**config.mk**
```make
export PLATFORM = sky130hd
export DESIGN_NAME = rr_grant_sched_8_flat
export DESIGN_NICKNAME = d
export VERILOG_FILES = /design/src/rtl/rr_grant_sched_8_if.sv /design/src/rtl/rr_grant_sched_8.sv /design/src/flat_wrapper.sv
export SDC_FILE = /design/constraint.sdc
export NUM_CORES = 1
export LEC_CHECK = 0
export ABC_AREA = 1
export BUFFER_PORTS_ARGS = -buffer_cell sky130_fd_sc_hd__buf_2
export CORE_ASPECT_RATIO = 1.25
export CORE_MARGIN = 2
export CORE_UTILIZATION = 55
export DETAILED_ROUTE_END_ITERATION = 8
export GPL_ROUTABILITY_DRIVEN = 1
export GPL_TIMING_DRIVEN = 0
export PLACE_DENSITY = 0.82
export SETUP_SLACK_MARGIN = 0.02
export SLEW_MARGIN = 20
export SYNTH_ARGS = -nofsm -noshare
export SYNTH_HDL_FRONTEND = slang
export SYNTH_SLANG_ARGS = --single-unit
```
**constraint.sdc**
```tcl
create_clock -name clk -period 2.8 [get_ports clk]
set_input_delay 0.14 -clock clk [delete_from_list [all_inputs] [get_ports clk]]
set_output_delay 0.14 -clock clk [all_outputs]
set_load 0.01 [all_outputs]
```
**src/rtl/rr_grant_sched_8_if.sv**
```systemverilog
// Request/grant bundle between the requesters (master) and the round-robin scheduler (slave).
`timescale 1ns/1ps
interface rr_grant_sched_8_if;
    logic [7:0] req;
    logic       done;
    logic [7:0] gnt;
    logic [2:0] gnt_idx;
    logic       gnt_valid;
    logic       timeout;

    modport master (output req, done, input gnt, gnt_idx, gnt_valid, timeout);
    modport slave  (input req, done, output gnt, gnt_idx, gnt_valid, timeout);
endinterface

```
**src/rtl/rr_grant_sched_8.sv**
```systemverilog
// Eight-way round-robin grant scheduler with a hold limit per grant.
// Outputs come straight from flops; a released holder drops to the back of the search order.
`timescale 1ns/1ps
module rr_grant_sched_8 #(
    parameter int MAX_HOLD = 16
) (
    input  logic               clk,
    input  logic               rst,
    rr_grant_sched_8_if.slave  bus
);
    typedef enum logic {
        ST_IDLE  = 1'b0,
        ST_GRANT = 1'b1
    } state_t;

    localparam logic [7:0] HOLD_LAST = 8'(MAX_HOLD - 1);

    state_t     state_q, state_d;
    logic [2:0] ptr_q, ptr_d;
    logic [7:0] hold_q, hold_d;
    logic [2:0] idx_q, idx_d;
    logic [7:0] gnt_q, gnt_d;
    logic       timeout_q, timeout_d;

    logic [2:0] pick;
    logic       hold_hit;
    logic       holder_req;

    // Walk the search order backwards so the last hit is the one nearest ptr.
    always_comb begin
        pick = ptr_q;
        for (int i = 7; i >= 0; i--) begin
            if (bus.req[ptr_q + 3'(i)]) pick = ptr_q + 3'(i);
        end
    end

    assign hold_hit   = (hold_q == HOLD_LAST);
    assign holder_req = bus.req[idx_q];

    // NOTE: every variable is defaulted before the case so no path leaves one unassigned (no latches).
    always_comb begin
        state_d   = state_q;
        ptr_d     = ptr_q;
        hold_d    = hold_q;
        idx_d     = idx_q;
        gnt_d     = gnt_q;
        timeout_d = 1'b0;

        unique case (state_q)
            ST_IDLE: begin
                if (|bus.req) begin
                    state_d = ST_GRANT;
                    idx_d   = pick;
                    gnt_d   = 8'b1 << pick;
                    hold_d  = '0;
                end
            end
            ST_GRANT: begin
                if (bus.done || !holder_req || hold_hit) begin
                    state_d   = ST_IDLE;
                    gnt_d     = '0;
                    ptr_d     = idx_q + 3'd1;
                    hold_d    = '0;
                    // Only a revoke forced purely by the limit is reported.
                    timeout_d = hold_hit && !bus.done && holder_req;
                end else begin
                    hold_d = hold_q + 8'd1;
                end
            end
        endcase
    end

    // NOTE: state registers use non-blocking assignments so every flop samples pre-edge values.
    // NOTE: reset is asynchronous and clears every flop, aborting any grant without a release pulse.
    always_ff @(posedge clk or posedge rst) begin
        if (rst) begin
            state_q   <= ST_IDLE;
            ptr_q     <= '0;
            hold_q    <= '0;
            idx_q     <= '0;
            gnt_q     <= '0;
            timeout_q <= 1'b0;
        end else begin
            state_q   <= state_d;
            ptr_q     <= ptr_d;
            hold_q    <= hold_d;
            idx_q     <= idx_d;
            gnt_q     <= gnt_d;
            timeout_q <= timeout_d;
        end
    end

    assign bus.gnt       = gnt_q;
    assign bus.gnt_idx   = idx_q;
    assign bus.gnt_valid = (state_q == ST_GRANT);
    assign bus.timeout   = timeout_q;
endmodule

```
**src/flat_wrapper.sv**
```systemverilog
// flat-port wrapper written by rule: the top's interface ports become plain ports
module rr_grant_sched_8_flat 
#(
    parameter int MAX_HOLD = 16
)
  (clk, rst, bus_req, bus_done, bus_gnt, bus_gnt_idx, bus_gnt_valid, bus_timeout);
  rr_grant_sched_8_if bus_i ();
  input  logic clk;
  input  logic rst;
  input wire logic [$bits(bus_i.req)-1:0] bus_req;
  input wire logic [$bits(bus_i.done)-1:0] bus_done;
  output wire logic [$bits(bus_i.gnt)-1:0] bus_gnt;
  output wire logic [$bits(bus_i.gnt_idx)-1:0] bus_gnt_idx;
  output wire logic [$bits(bus_i.gnt_valid)-1:0] bus_gnt_valid;
  output wire logic [$bits(bus_i.timeout)-1:0] bus_timeout;
  assign bus_i.req = bus_req;
  assign bus_i.done = bus_done;
  assign bus_gnt = bus_i.gnt;
  assign bus_gnt_idx = bus_i.gnt_idx;
  assign bus_gnt_valid = bus_i.gnt_valid;
  assign bus_timeout = bus_i.timeout;
  rr_grant_sched_8 #(.MAX_HOLD(MAX_HOLD)) u_core (.clk(clk), .rst(rst), .bus(bus_i));
endmodule
```
== After elaboration in Yosys (flattened, before gate mapping) ==
Index checks and enable logic that the tools add are counted.

* Memories: 0
* RAM bits: 0
* Register bits after elaboration: 24
* Input bits: 11
* Bits in latches: 0
* Memory bits (read-only): 0

* Equal/unequal tests: 3
* Multiply operators: 0
* Mux-type cells: 37
* Add/subtract/negate cells: 9
* Bitwise gates (word level): 1
* Shift operators: 1
* $lt $le $gt $ge: 9
* Divide/modulo/power cells: 0
* Reduce and logical (&&, ||, !) cells: 10

{| class="wikitable"
|+ Operator list
! cell !! number
|-
| < comparator 3 x 4 -> 1 bit (second input constant) || 9
|-
| two-way mux 8 bit || 4
|-
| case mux 8 bit (2 select lines) || 2
|-
| binary-select mux 1 bit (select 3 bit) || 9
|-
| two-way mux 3 bit || 8
|-
| two-way mux 1 bit || 13
|-
| adder 3 bit (second input constant) || 4
|-
| adder 8 x 1 -> 8 bit (second input constant) || 1
|-
| equality test 8 x 4 -> 1 bit (second input constant) || 1
|-
| OR reduction 8 bit || 1
|-
| << shifter 1 x 3 -> 8 bit (first input constant) || 1
|-
| adder 3 x 1 -> 3 bit (second input constant) || 2
|-
| adder 3 x 2 -> 3 bit (second input constant) || 2
|-
| AND reduction 2 bit || 3
|-
| logical AND 1 bit || 2
|-
| logical NOT 1 bit || 2
|-
| logical OR 1 bit || 2
|-
| != test 2 x 1 -> 1 bit (second input constant) || 1
|-
| != test 2 bit (second input constant) || 1
|-
| case mux 1 bit (2 select lines) || 1
|-
| NOT 1 bit || 1
|}

== Depth between registers and ports, before layout ==
* Word-level depth: 14
* Mapped depth: 21

== Worst setup path before layout ==
Ideal clock, no wire load.

* Kind: register to register
* Start: register u_core.ptr_q[0]
* End: register u_core.gnt_q[2], in the netlist u_core.bus.gnt[2]
* Stages on the path, launching flop included: 19
* Data required time: 2.735 ns
* Data arrival time: 2.008 ns
* Slack: 0.727 ns
* Cell sequence: dfrtp_1 inv_2 buf_6 ha_1 inv_1 nand3_1 nand3_2 nand2_2 a21oi_1 nand2_1 nand2_1 nand2_1 nand2_1 nand2_1 nand2_1 nand2_2 nor2_2 nand3_1 nand2_1

* Word-level cells in the longest chain between the ends: 14
* Elaborated cells on any way between the ends: 34

{| class="wikitable"
|+ Ends and longest elaborated chain
! what !! RTL line !! source
|-
| start, declared || rr_grant_sched_8.sv:19 || <nowiki>logic [2:0] ptr_q, ptr_d;</nowiki>
|-
| start signal, assigned || rr_grant_sched_8.sv:85 || <nowiki>ptr_q <= ptr_d;</nowiki>
|-
| adder 3 bit || rr_grant_sched_8.sv:33 || <nowiki>if (bus.req[ptr_q + 3'(i)]) pick = ptr_q + 3'(i);</nowiki>
|-
| binary-select mux 1 bit (select 3 bit) || rr_grant_sched_8.sv:33 ||
|-
| two-way mux 1 bit (not written as such) || rr_grant_sched_8.sv:33 ||
|-
| two-way mux 3 bit (7 in series) || rr_grant_sched_8.sv:33 ||
|-
| two-way mux 3 bit (*) || rr_grant_sched_8.sv:33 ||
|-
| << shifter 1 x 3 -> 8 bit (*) || rr_grant_sched_8.sv:54 || <nowiki>gnt_d = 8'b1 << pick;</nowiki>
|-
| two-way mux 8 bit (*) || rr_grant_sched_8.sv:51 || <nowiki>if (|bus.req) begin</nowiki>
|-
| case mux 8 bit (2 select lines) (*) || rr_grant_sched_8.sv:49 || <nowiki>unique case (state_q)</nowiki>
|-
| end signal, assigned || rr_grant_sched_8.sv:88 || <nowiki>gnt_q <= gnt_d;</nowiki>
|-
| end, declared || rr_grant_sched_8.sv:22 || <nowiki>logic [7:0] gnt_q, gnt_d;</nowiki>
|}

Mark *: on every way between the ends. The rest lies on a longest branch, timed or not. The select of a mux whose other input is x is not followed.
A chain may end at the register's enable or synchronous reset.

== Worst setup path in the final report ==
* Start: register u_core.ptr_q[0]
* End: register u_core.gnt_q[0], in the netlist u_core.bus.gnt[0]

Same word-level chain as after synthesis.

==> insert_results.sql <==
INSERT INTO impl_metrics (metric_group, metric, value, unit) VALUES
('clocking', 'cts-root-buf', 'clkbuf_8', ''),
('layout', 'finalNetCount', '311', ''),
('synth', 'yosys.area.top_type_share', '32.7', '%'),
('timing', 'setup-violations-final', '0', ''),
('die', 'core.rowCount', '23', ''),
('clocking', 'cts_num_sinks', '24', ''),
('setup_path', 'worstPathMaxFanout', '10', ''),
('power', 'switching_share_of_total_power', '54.1', '%'),
('global_routing', 'grt_overflow', '0', ''),
('synth', 'synth.net_count', '283', ''),
('setup_path', 'worst_setup_path_start_kind', 'flip-flop', ''),
('layout', 'finish.utilization', '64.9', '%'),
('setup_path', 'timing.critical_path.required', '2.99', 'ns'),
('timing', 'setup_total_negative_slack', '0', 'ns'),
('status', 'outcome', 'complete, no violations', ''),
('synth', 'synth_cells', '268', ''),
('run', 'drv.max_cap_violation_count', '0', ''),
('synth', 'ys_top_cells_by_area', 'dfrtp_1 33%, nand2_1 18%, nand3_1 9.8%', ''),
('timing', 'timing.max_slew.rel_slack', '42.2', '%'),
('synth', 'syn_std_cell_area', '1840', 'um^2'),
('power', 'power.net_switching', '0.00160', 'W'),
('timing', 'finalCriticalPeriod', '2.45', 'ns'),
('clocking', 'cts-resized-gates', '0', ''),
('clocking', 'cts_tree', 'done', ''),
('power', 'portion_of_total_power_attributed_to_the_clock_network', '10.2', '%'),
('timing', 'maxClockFrequency', '0.409', 'GHz'),
('synth', 'yosysTopAreaCell', 'dfrtp_1', ''),
('die', 'die_y', '68.7', 'um'),
('placement', 'port_buffers', '23', ''),
('synth', 'avgSynthCellArea', '6.86', 'um^2'),
('synth', 'ys_seq_elements', '24', ''),
('die', 'core-area', '3190', 'um^2'),
('detailed_routing', 'ant_nets', '0', ''),
('detailed_routing', 'drt-total-wl', '4.09', 'mm'),
('die', 'initial_core_util', '57.6', '%'),
('die', 'design.die.area', '3830', 'um^2'),
('detailed_routing', 'drt-wirelength-per-cell', '12.3', 'um'),
('timing', 'final.setup_skew', '0.000736', 'ns'),
('power', 'power_frac_comb', '71.9', '%'),
('global_routing', 'first_global_vias', '1703', ''),
('synth', 'synth_enable_flop_cells', '0', ''),
('global_routing', 'gr-usage-all-layers', '22.6', '%'),
('clocking', 'htree_num_levels', '1', ''),
('synth', 'synth_async_sr_flop_share', '100', '%'),
('power', 'power_frac_seq', '17.9', '%'),
('setup_path', 'timing.reg2reg.worst_path_depth', '19', ''),
('clocking', 'cts_made_buffers', '3', ''),
('timing', 'unrepaired_setup_endpoints_after_global_routing', 'no', ''),
('placement', 'gp_congestion', '0.932', ''),
('worst_hold_path', 'class_of_the_tightest_hold_or_removal_check', 'in2async', ''),
('clocking', 'clkLatencyLatePin', '0.27', 'ns'),
('detailed_routing', 'drc_errors', '0', ''),
('synth', 'yosys_most_used_dff', 'dfrtp_1', ''),
('synth', 'synth_cell_types', '28', ''),
('global_routing', 'antenna_found_initial', '0', ''),
('placement', 'placed_cells', '328', ''),
('power', 'power.density_cell_area', '1430', 'nW/um^2'),
('global_routing', 'grt_start_max_net_pins', '25', ''),
('clocking', 'clockBufferDepth', '2', ''),
('setup_path', 'setup.worst_path.end_class', 'flip-flop', ''),
('layout', 'num_antenna_cells', '0', ''),
('clocking', 'postCtsHoldBufs', '0', ''),
('clocking', 'post_cts.repair.setup_buffers', '0', ''),
('detailed_routing', 'drtIter0Drc', '79', ''),
('clocking', 'clk_pin_slew_worst_paths', '0.08', 'ns'),
('detailed_routing', 'route.vias.total', '1774', ''),
('die', 'die_x', '55.7', 'um'),
('setup_path', 'worst-endpoint-arrival', '2.64', 'ns'),
('synth', 'ys.warnings.count', '0', ''),
('layout', 'areaGrowthSynthToFinish', '12.7', '%'),
('placement', 'hpwl', '3.20', 'mm');
## metrics by stage
stage | setup WS (ns) | area [um^2] | power, W | hold WS (ns)
floorplan | 0.727 | 1840 | 0.00224 | 0.155
global placement | 0.430 | 2000 | 0.00260 | 0.354
detailed placement | 0.393 | 2000 | 0.00264 | 0.367
CTS | 0.345 | 2070 | 0.00296 | 0.0763
global route | 0.0871 | 2070 | 0.00328 | 0.128
finish | 0.354 | 2070 | 0.00296 | 0.0402
## sequential cells by signal, indices dropped and copies added, names as in the netlist
name and cells:
u_core.bus.gnt_valid 1, u_core.bus.gnt_idx 3, u_core.bus.timeout 1, u_core.hold_q 8, u_core.ptr_q 3, u_core.bus.gnt 8
## cells in the mapped netlist, types with 3 or more instances
cell type / count
inv_2: 7
nor2_2: 3
o22ai_1: 3
nand2_1: 87
nand3_2: 9
o21ai_0: 7
ha_1: 4
o21ai_1: 6
a21oi_1: 11
nand2_2: 11
inv_1: 28
nor2_1: 10
xor2_1: 4
dfrtp_1: 24
nand3_1: 36
## area by class of cell
cell class / instances / area, um^2 / area share (%)
timing repair buffer: 23 / 115 / 5.56
tap: 37 / 46.3 / 2.23
multi-input combinational: 203 / 1060 / 51.1
buffer: 4 / 37.5 / 1.81
inverter: 37 / 141 / 6.82
clock inverter: 1 / 30.0 / 1.45
sequential: 24 / 601 / 29.0
clock buffer: 3 / 41.3 / 1.99
## path summary, 6_finish.rpt
kind                                    from                 end  slack, ns
max in group asynchronous                rst    u_core.hold_q[3]       2.23
max reg2reg                  u_core.ptr_q[0]   u_core.bus.gnt[0]       0.35
max                          u_core.ptr_q[0]   u_core.bus.gnt[0]       0.35
min                                      rst   u_core.bus.gnt[1]       0.04
min reg2reg                u_core.bus.gnt[7]   u_core.bus.gnt[7]       0.48
min in group clk                    bus_done  u_core.bus.timeout       0.15
## logic make-up after synthesis
logic type	after synthesis	share of synthesized area (%)
AOI/OAI and AO/OA	33	10.5
xor gates and xnor gates	7	3.74
adders and majority gates	4	2.72
buffers and inverters	41	9.73
DFF	24	32.7
and+or+nand+nor	159	40.6
## power groups by stage
stage,Combinational (W),Sequential [W],Clock [W]
CTS,0.00212,0.000530,0.000303
finish,0.00213,0.000531,0.000302
global route,0.00242,0.000545,0.000312
floorplan,0.00169,0.000544,0
global placement,0.00207,0.000535,0
detailed placement,0.00211,0.000537,0
## critical path, stage by stage, from the launching register on
cell	delay [ns]
dfrtp_1	0.41
inv_2	0.06
buf_6	0.14
ha_1	0.42
inv_1	0.19
nand3_1	0.16
nand3_2	0.10
nand2_1	0.07
nand3_1	0.06
nand2_1	0.05
nand2_1	0.04
nand2_1	0.05
nand2_1	0.05
nand2_1	0.05
nand2_1	0.05
nand2_1	0.05
nand2_1	0.06
nand2_1	0.11
nand2_1	0.09
o21bai_1	0.15
## per-layer routing
layer / global-route usage (%) / up-vias / part of all wire [%] / wire length [um]
met5: 0 / - / 0 / 0
met4: 11.0 / 0 / 3.4 / 138
met3: 0.933 / 15 / 3.4 / 138
met2: 43.2 / 43 / 49 / 2000
met1: 26.4 / 797 / 44 / 1810
li1: - / 919 / - / -
(Power assumes the default switching activity.)
